`config.mk`:
```
export PLATFORM = sky130hd
export DESIGN_NAME = rng_uart_stream
export DESIGN_NICKNAME = d
export VERILOG_FILES = /design/src/rtl/rng_uart_pkg.sv /design/src/rtl/rng_uart_tx.sv /design/src/rtl/rng_uart_stream.sv
export SDC_FILE = /design/constraint.sdc
export NUM_CORES = 1
export LEC_CHECK = 0
export ABC_AREA = 1
export CAP_MARGIN = 40
export CELL_PAD_IN_SITES_DETAIL_PLACEMENT = 1
export CELL_PAD_IN_SITES_GLOBAL_PLACEMENT = 1
export CORE_ASPECT_RATIO = 1.75
export CORE_MARGIN = 8
export CORE_UTILIZATION = 45
export CTS_CLUSTER_SIZE = 16
export DETAILED_ROUTE_END_ITERATION = 10
export HOLD_SLACK_MARGIN = 0.03
export MAX_ROUTING_LAYER = met4
export PLACE_DENSITY_LB_ADDON = 0.25
export REMOVE_ABC_BUFFERS = 1
export SETUP_SLACK_MARGIN = 0.3
export SYNTH_ARGS = -nofsm -noshare
export SYNTH_HDL_FRONTEND = slang
export SYNTH_SLANG_ARGS = --single-unit
```
`constraint.sdc`:
```
create_clock -name sys_Clk -period 2.4 [get_ports sys_Clk]
set_input_delay 0.6 -clock sys_Clk [delete_from_list [all_inputs] [get_ports sys_Clk]]
set_output_delay 0.6 -clock sys_Clk [all_outputs]
set_load 0.005 [all_outputs]
```
`src/rtl/rng_uart_pkg.sv`:
```
// Shared types and constants for the entropy-to-UART byte stream.
// Holds the TX frame state encoding, 8N1/8E1 framing levels and the default baud divider.
package rng_uart_pkg;

  typedef enum logic [2:0] {
    TX_IDLE   = 3'd0,
    TX_START  = 3'd1,
    TX_DATA   = 3'd2,
    TX_PARITY = 3'd3,
    TX_STOP   = 3'd4
  } tx_state_t;

  localparam logic        START_BIT        = 1'b0;
  localparam logic        STOP_BIT         = 1'b1;
  localparam int unsigned DATA_BITS        = 8;
  localparam int unsigned DEFAULT_BAUD_DIV = 868;

  typedef logic [DATA_BITS-1:0] uart_byte_t;

  // Even parity: the parity bit makes the total count of ones even.
  function automatic logic even_parity(input uart_byte_t d);
    return ^d;
  endfunction

endpackage

```
`src/rtl/rng_uart_tx.sv`:
```
// UART byte serialiser: start bit, 8 data bits LSB first, optional even parity, stop bit.
// Accepts a byte over valid/ready only while idle; every non-idle state lasts BAUD_DIV cycles.
module rng_uart_tx
  import rng_uart_pkg::*;
#(
  parameter int unsigned BAUD_DIV  = DEFAULT_BAUD_DIV,
  parameter bit          PARITY_EN = 1'b0
) (
  input  logic       clk,
  input  logic       rst,
  input  uart_byte_t byte_data,
  input  logic       byte_valid,
  output logic       byte_ready_c,
  output logic       active_c,
  output logic       tx
);

  localparam int unsigned BAUD_W = (BAUD_DIV > 1) ? $clog2(BAUD_DIV) : 1;
  localparam int unsigned BIT_W  = $clog2(DATA_BITS);
  localparam logic [BAUD_W-1:0] BAUD_LAST = BAUD_W'(BAUD_DIV - 1);
  localparam logic [BIT_W-1:0]  BIT_LAST  = BIT_W'(DATA_BITS - 1);

  tx_state_t         state;
  logic [BAUD_W-1:0] baud_cnt;
  logic [BIT_W-1:0]  bit_idx;
  uart_byte_t        shreg;
  logic              parity;
  logic              baud_done_c;

  assign byte_ready_c = (state == TX_IDLE);
  assign active_c     = (state != TX_IDLE);
  assign baud_done_c  = (baud_cnt == '0);

  // Frame FSM; tx is updated together with the state so the line level is registered.
  always_ff @(posedge clk) begin
    if (rst) begin
      state    <= TX_IDLE;
      baud_cnt <= '0;
      bit_idx  <= '0;
      shreg    <= '0;
      parity   <= 1'b0;
      tx       <= STOP_BIT;
    end else begin
      case (state)
        TX_IDLE: begin
          tx <= STOP_BIT;
          if (byte_valid) begin
            shreg    <= byte_data;
            parity   <= even_parity(byte_data);
            baud_cnt <= BAUD_LAST;
            bit_idx  <= '0;
            state    <= TX_START;
            tx       <= START_BIT;
          end
        end

        TX_START: begin
          if (baud_done_c) begin
            baud_cnt <= BAUD_LAST;
            bit_idx  <= '0;
            state    <= TX_DATA;
            tx       <= shreg[0];
          end else begin
            baud_cnt <= baud_cnt - BAUD_W'(1);
          end
        end

        TX_DATA: begin
          if (baud_done_c) begin
            baud_cnt <= BAUD_LAST;
            if (bit_idx == BIT_LAST) begin
              if (PARITY_EN) begin
                state <= TX_PARITY;
                tx    <= parity;
              end else begin
                state <= TX_STOP;
                tx    <= STOP_BIT;
              end
            end else begin
              bit_idx <= bit_idx + BIT_W'(1);
              shreg   <= {1'b0, shreg[DATA_BITS-1:1]};
              tx      <= shreg[1];
            end
          end else begin
            baud_cnt <= baud_cnt - BAUD_W'(1);
          end
        end

        TX_PARITY: begin
          if (baud_done_c) begin
            baud_cnt <= BAUD_LAST;
            state    <= TX_STOP;
            tx       <= STOP_BIT;
          end else begin
            baud_cnt <= baud_cnt - BAUD_W'(1);
          end
        end

        TX_STOP: begin
          if (baud_done_c) begin
            state <= TX_IDLE;
            tx    <= STOP_BIT;
          end else begin
            baud_cnt <= baud_cnt - BAUD_W'(1);
          end
        end

        default: begin
          state <= TX_IDLE;
          tx    <= STOP_BIT;
        end
      endcase
    end
  end

endmodule

```
`src/rtl/rng_uart_stream.sv`:
```
// Entropy combiner, optional von Neumann debias, byte packer, byte FIFO and UART output.
// Emits either a continuous byte stream or one WORD_BYTES word per button rising edge.
module rng_uart_stream
  import rng_uart_pkg::*;
#(
  parameter int unsigned NUM_CH     = 4,
  parameter int unsigned WORD_BYTES = 4,
  parameter int unsigned FIFO_DEPTH = 16,
  parameter int unsigned BAUD_DIV   = DEFAULT_BAUD_DIV,
  parameter bit          DEBIAS     = 1'b1,
  parameter bit          PARITY_EN  = 1'b0
) (
  input  logic              sys_Clk,
  input  logic              reset,
  input  logic [NUM_CH-1:0] entropy_Bits,
  input  logic              entropy_Valid,
  input  logic              button,
  input  logic              mode,
  output logic              tx,
  output logic              busy,
  output logic              fifo_Overflow
);

  localparam int unsigned AW    = $clog2(FIFO_DEPTH);
  localparam int unsigned REQ_W = $clog2(WORD_BYTES + 1);
  localparam int unsigned CNT_W = $clog2(DATA_BITS);
  localparam logic [CNT_W-1:0] CNT_LAST = CNT_W'(DATA_BITS - 1);

  logic             raw_bit_c;
  logic             pair_full;
  logic             pair_first;
  logic             acc_en_c;
  logic             acc_bit_c;
  uart_byte_t       acc;
  uart_byte_t       acc_next_c;
  logic [CNT_W-1:0] bit_cnt;
  logic             byte_done;
  uart_byte_t       byte_q;

  logic             button_q;
  logic [REQ_W-1:0] req_cnt;
  logic             req_start_c;
  logic             push_c;

  uart_byte_t       mem [FIFO_DEPTH];
  logic [AW:0]      wr_ptr;
  logic [AW:0]      rd_ptr;
  logic             fifo_empty_c;
  logic             fifo_full_c;
  logic             pop_c;
  logic             wr_en_c;

  logic             tx_ready_c;
  logic             tx_active_c;
  uart_byte_t       tx_data_c;

  assign raw_bit_c = ^entropy_Bits;

  // Accepted-bit selection: raw bits pass through, or only the first bit of a 01/10 pair.
  always_comb begin
    acc_en_c  = 1'b0;
    acc_bit_c = raw_bit_c;
    if (entropy_Valid) begin
      if (!DEBIAS) begin
        acc_en_c = 1'b1;
      end else if (pair_full && (pair_first != raw_bit_c)) begin
        acc_en_c  = 1'b1;
        acc_bit_c = pair_first;
      end
    end
  end

  assign acc_next_c  = {acc[DATA_BITS-2:0], acc_bit_c};
  assign req_start_c = button & ~button_q & ~mode & (req_cnt == '0);
  assign push_c      = byte_done & (mode | (req_cnt != '0));

  // Debias pair register and byte accumulator; a new request restarts both from fresh bits.
  always_ff @(posedge sys_Clk) begin
    if (reset) begin
      pair_full  <= 1'b0;
      pair_first <= 1'b0;
      acc        <= '0;
      bit_cnt    <= '0;
      byte_done  <= 1'b0;
      byte_q     <= '0;
      button_q   <= 1'b0;
    end else begin
      button_q  <= button;
      byte_done <= 1'b0;
      if (req_start_c) begin
        pair_full <= 1'b0;
        acc       <= '0;
        bit_cnt   <= '0;
      end else begin
        if (DEBIAS && entropy_Valid) begin
          pair_full <= ~pair_full;
          if (!pair_full) begin
            pair_first <= raw_bit_c;
          end
        end
        if (acc_en_c) begin
          acc <= acc_next_c;
          if (bit_cnt == CNT_LAST) begin
            bit_cnt   <= '0;
            byte_done <= 1'b1;
            byte_q    <= acc_next_c;
          end else begin
            bit_cnt <= bit_cnt + CNT_W'(1);
          end
        end
      end
    end
  end

  // Outstanding single-shot byte budget; continuous mode holds it at zero.
  always_ff @(posedge sys_Clk) begin
    if (reset) begin
      req_cnt <= '0;
    end else if (mode) begin
      req_cnt <= '0;
    end else if (req_start_c) begin
      req_cnt <= REQ_W'(WORD_BYTES);
    end else if (push_c) begin
      req_cnt <= req_cnt - REQ_W'(1);
    end
  end

  assign fifo_empty_c = (wr_ptr == rd_ptr);
  assign fifo_full_c  = (wr_ptr[AW] != rd_ptr[AW]) && (wr_ptr[AW-1:0] == rd_ptr[AW-1:0]);
  assign pop_c        = tx_ready_c & ~fifo_empty_c;
  assign wr_en_c      = push_c & (~fifo_full_c | pop_c);
  assign tx_data_c    = mem[rd_ptr[AW-1:0]];

  always_ff @(posedge sys_Clk) begin
    if (wr_en_c) begin
      mem[wr_ptr[AW-1:0]] <= byte_q;
    end
  end

  // FIFO pointers; a push into a full FIFO survives only if the head is popped that cycle.
  always_ff @(posedge sys_Clk) begin
    if (reset) begin
      wr_ptr        <= '0;
      rd_ptr        <= '0;
      fifo_Overflow <= 1'b0;
    end else begin
      if (wr_en_c) begin
        wr_ptr <= wr_ptr + (AW+1)'(1);
      end
      if (pop_c) begin
        rd_ptr <= rd_ptr + (AW+1)'(1);
      end
      if (push_c && fifo_full_c && !pop_c) begin
        fifo_Overflow <= 1'b1;
      end
    end
  end

  rng_uart_tx #(
    .BAUD_DIV  (BAUD_DIV),
    .PARITY_EN (PARITY_EN)
  ) u_tx (
    .clk          (sys_Clk),
    .rst          (reset),
    .byte_data    (tx_data_c),
    .byte_valid   (~fifo_empty_c),
    .byte_ready_c (tx_ready_c),
    .active_c     (tx_active_c),
    .tx           (tx)
  );

  assign busy = tx_active_c | ~fifo_empty_c | (req_cnt != '0);

endmodule

```
==> run metrics <==
status finished, final reports clean; fin. max-slew vios 0; Cells after Synth 877; clk buf depth 2; first-pass GRT wire length 37000 um; average size of a mapped cell 9.60 um2; Layout area overhead 15.4%; layout cell share with drive strength beyond 1 14.4%; Crit Path Class flop to output pin; Synth Warn # 0; Die X around 120 um; DR top layer met4; maximum vdd drop 603 uV; GR Util All Layers between 20% and 30%; Worst-Skew Late Latency 0.43 ns; Setup-failing EPs final 0; Met3 Routed Length between 500 and 600 um; max_cap viols 0; Die Y 197 um; filler cell count approximately 2100; Netlist Area Pre-Place 0.00842 mm2; RSZ-0062 raised after global routing true; power per cell area 1060 mW/mm2; Hold Vio Cnt, Final 0; row count 66; number of global-route vias before repair 7044; crit path launch wr_ptr[3]; n_diodes 0; placed cells between 1000 and 1500; hold path start req_cnt[1]; number of port buffers 11; worst flop-to-flop path startpoint u_tx.state[1]; clock power share 27.3%; num ports 12; Yosys reg bits between 150 and 200; DRT Wirelength 23500 um; Reg2Reg Setup Slack 0.45 ns; CTS buffer count 17; Pleak 0.00371 uW; htree depth 4; number of synthesized flops with an enable pin between 100 and 150; WL met2 13600 um; Post-route DRC 0; Rel. slew slack 42.5%; GRT overflow 0; P_int 6470 uW; area occupied by multi-input gates roughly 0.0029 mm2; Vias 6450; DR pass1 iterations 4; Post-Layout Cell Count 1175; antenna viol nets, final 0; Switch Pwr 3810 uW; final cycle utilization of the critical path about nine tenths; switching share of total power 37.1%; GP Congestion 0.907; worst r2r path cells 11; clk slew on worst S/H paths ~0.07 ns; worst slew pin tran 0.862 ns; pin count of the biggest net entering global routing 55; clk_skew 0.00778 ns; setup tns final 0 ns; DR iter-0 viols 373; M1 WL about 8200 um; highest clock rate 0.468 GHz; Root Driver clkbuf_16; sequential fraction of design power 37.7%; Nets 946; Comb pwr share 34.9%; die area 0.0235 mm2; register area share after synthesis 61.1%; Hold WC Path Type flop to flop; crit-path max FO 2; Detailed Place HPWL 16600 um; Crit. End Element output pin; terminus of the critical flop-to-flop path mem[14][0]; initial antenna violation count 0; Crit path required time 1.80 ns; hold bufs inserted after CTS 0; post-synth cell types 37; CTS tree yes; register area 0.00517 mm2; core area 0.0185 mm2; Starting Density 45.5%; DR WL/cell 20.0 um; Most used DFF post-synth edfxtp_1; post-route minimum period 2.14 ns; CP startpoint kind flop; share of flip-flops with an asynchronous set or reset 0%; worst setup path end busy; via-per-instance ratio 5.49; CTS Sinks roughly 190; crit path DAT 1.54 ns
how the worst min path moves through the flow:
stage,end,slack [ns],cells past startpoint
after floorplan,u_tx.shreg[7],0.43,2
after global placement,u_tx.shreg[7],0.45,2
after detailed placement,u_tx.shreg[7],0.47,2
after CTS,u_tx.shreg[7],0.48,2
after global routing,u_tx.shreg[7],0.49,2
final,req_cnt[1],0.47,2
kinds of logic (layout without fill, tap and decap cells):
logic type / after synthesis / count (layout) / share of synthesized area, %
flops: 193 / 193 / 61.1
simple gates: 404 / 404 / 21.0
fa+ha+maj: 13 / 13 / 1.93
compound gates: 155 / 155 / 9.80
xor+xnor: 11 / 11 / 1.14
buf+inv: 101 / 161 / 4.99
final cells by class:
type | count | share of cell area, %
clock buffers | 19 | 4.56
multi-input cells | 583 | 30.0
well taps | 238 | 3.06
clock inverters | 13 | 1.39
repair buffers | 61 | 5.06
inverters | 68 | 2.73
flip-flops and latches | 193 | 53.2
critical path, cell delays in order (launching register included):
cell and delay (ns):
dfxtp_4 0.35, xor2_1 0.14, nor2_2 0.16, nand3_2 0.14
nor2_4 0.12, nand3_2 0.06, buf_2 0.13
layout by cell type, fill, tap and decap left out, types with 3 or more instances in the layout:
master	netlist	layout
clkbuf_16	0	17
nand3_2	3	3
inv_2	7	8
dfxtp_4	0	6
nor2_4	5	8
ha_1	13	13
inv_6	0	4
edfxtp_1	128	128
a21oi_1	48	47
inv_1	60	57
buf_4	3	48
nand2_1	119	114
o211ai_1	16	16
nor3_1	7	7
dfxtp_2	0	4
nand2_2	3	7
nor2_1	173	171
nor2_2	4	3
clkdlybuf4s50_1	0	10
xnor2_1	5	5
xor2_1	6	6
nand3b_1	3	3
dfxtp_1	65	55
o21ai_0	88	88
clkinv_2	0	5
nand3_1	76	75
stage by stage:
step / utilization (%) / total power, uW / setup slack [ns] / hold slack, ns / instance area (um2)
2_1_floorplan: - / 6160 / -0.373 / 0.435 / 8260
3_3_place_gp: 48.2 / 7090 / -0.00481 / 0.448 / 8920
3_5_place_dp: 48.3 / 7300 / -0.0298 / 0.468 / 8940
4_1_cts: 52.0 / 10200 / 0.230 / 0.477 / 9620
5_1_grt: 52.5 / 10900 / 0.188 / 0.491 / 9720
6_report: 52.5 / 10300 / 0.265 / 0.471 / 9720
routing by layer:
| metal | GRT usage (%) | vias to the layer above |
|---|---|---|
| met5 | - | - |
| met4 | 11.2 | 0 |
| met3 | 3.04 | 58 |
| met2 | 40.9 | 118 |
| met1 | 18.9 | 3206 |
| li1 | - | 3068 |
state kept, by name, summed over array words and instances (netlist names), 3 cells and up, named ones only:
| register | cells |
|---|---|
| acc | 7 |
| bit_cnt | 3 |
| byte_q | 8 |
| mem | 128 |
| rd_ptr | 5 |
| req_cnt | 3 |
| u_tx.baud_cnt | 10 |
| u_tx.bit_idx | 3 |
| u_tx.shreg | 8 |
| u_tx.state | 3 |
| wr_ptr | 5 |
what timing repair did:
item | in CTS | in global routing
setup endpoints to repair | 8 | 66
setup buffers | 9 | 6
resized for setup | 22 | 18
pin swaps | 5 | 4
cloned | 0 | 0
power by group through the flow:
stage               Combinational [uW]  Clock (uW)  Sequential (uW)
global route                      4010        2960             3900
floorplan                         2160           0             4000
finish                            3590        2810             3880
global placement                  3160           0             3920
detailed placement                3360           0             3940
CTS                               3490        2860             3870
synthesized netlist by cell type, drive strengths merged (13+ instances only):
| library cell | instances | area share (%) |
|---|---|---|
| a21oi | 49 | 3.0 |
| buf | 16 | 1.2 |
| clkbuf | 17 | 0.76 |
| dfxtp | 65 | 15 |
| edfxtp | 128 | 46 |
| ha | 13 | 1.9 |
| inv | 68 | 3.1 |
| nand2 | 123 | 5.7 |
| nand3 | 79 | 4.9 |
| nor2 | 182 | 8.7 |
| o211ai | 16 | 1.4 |
| o21ai | 88 | 5.2 |
(Power assumes the default switching activity.)
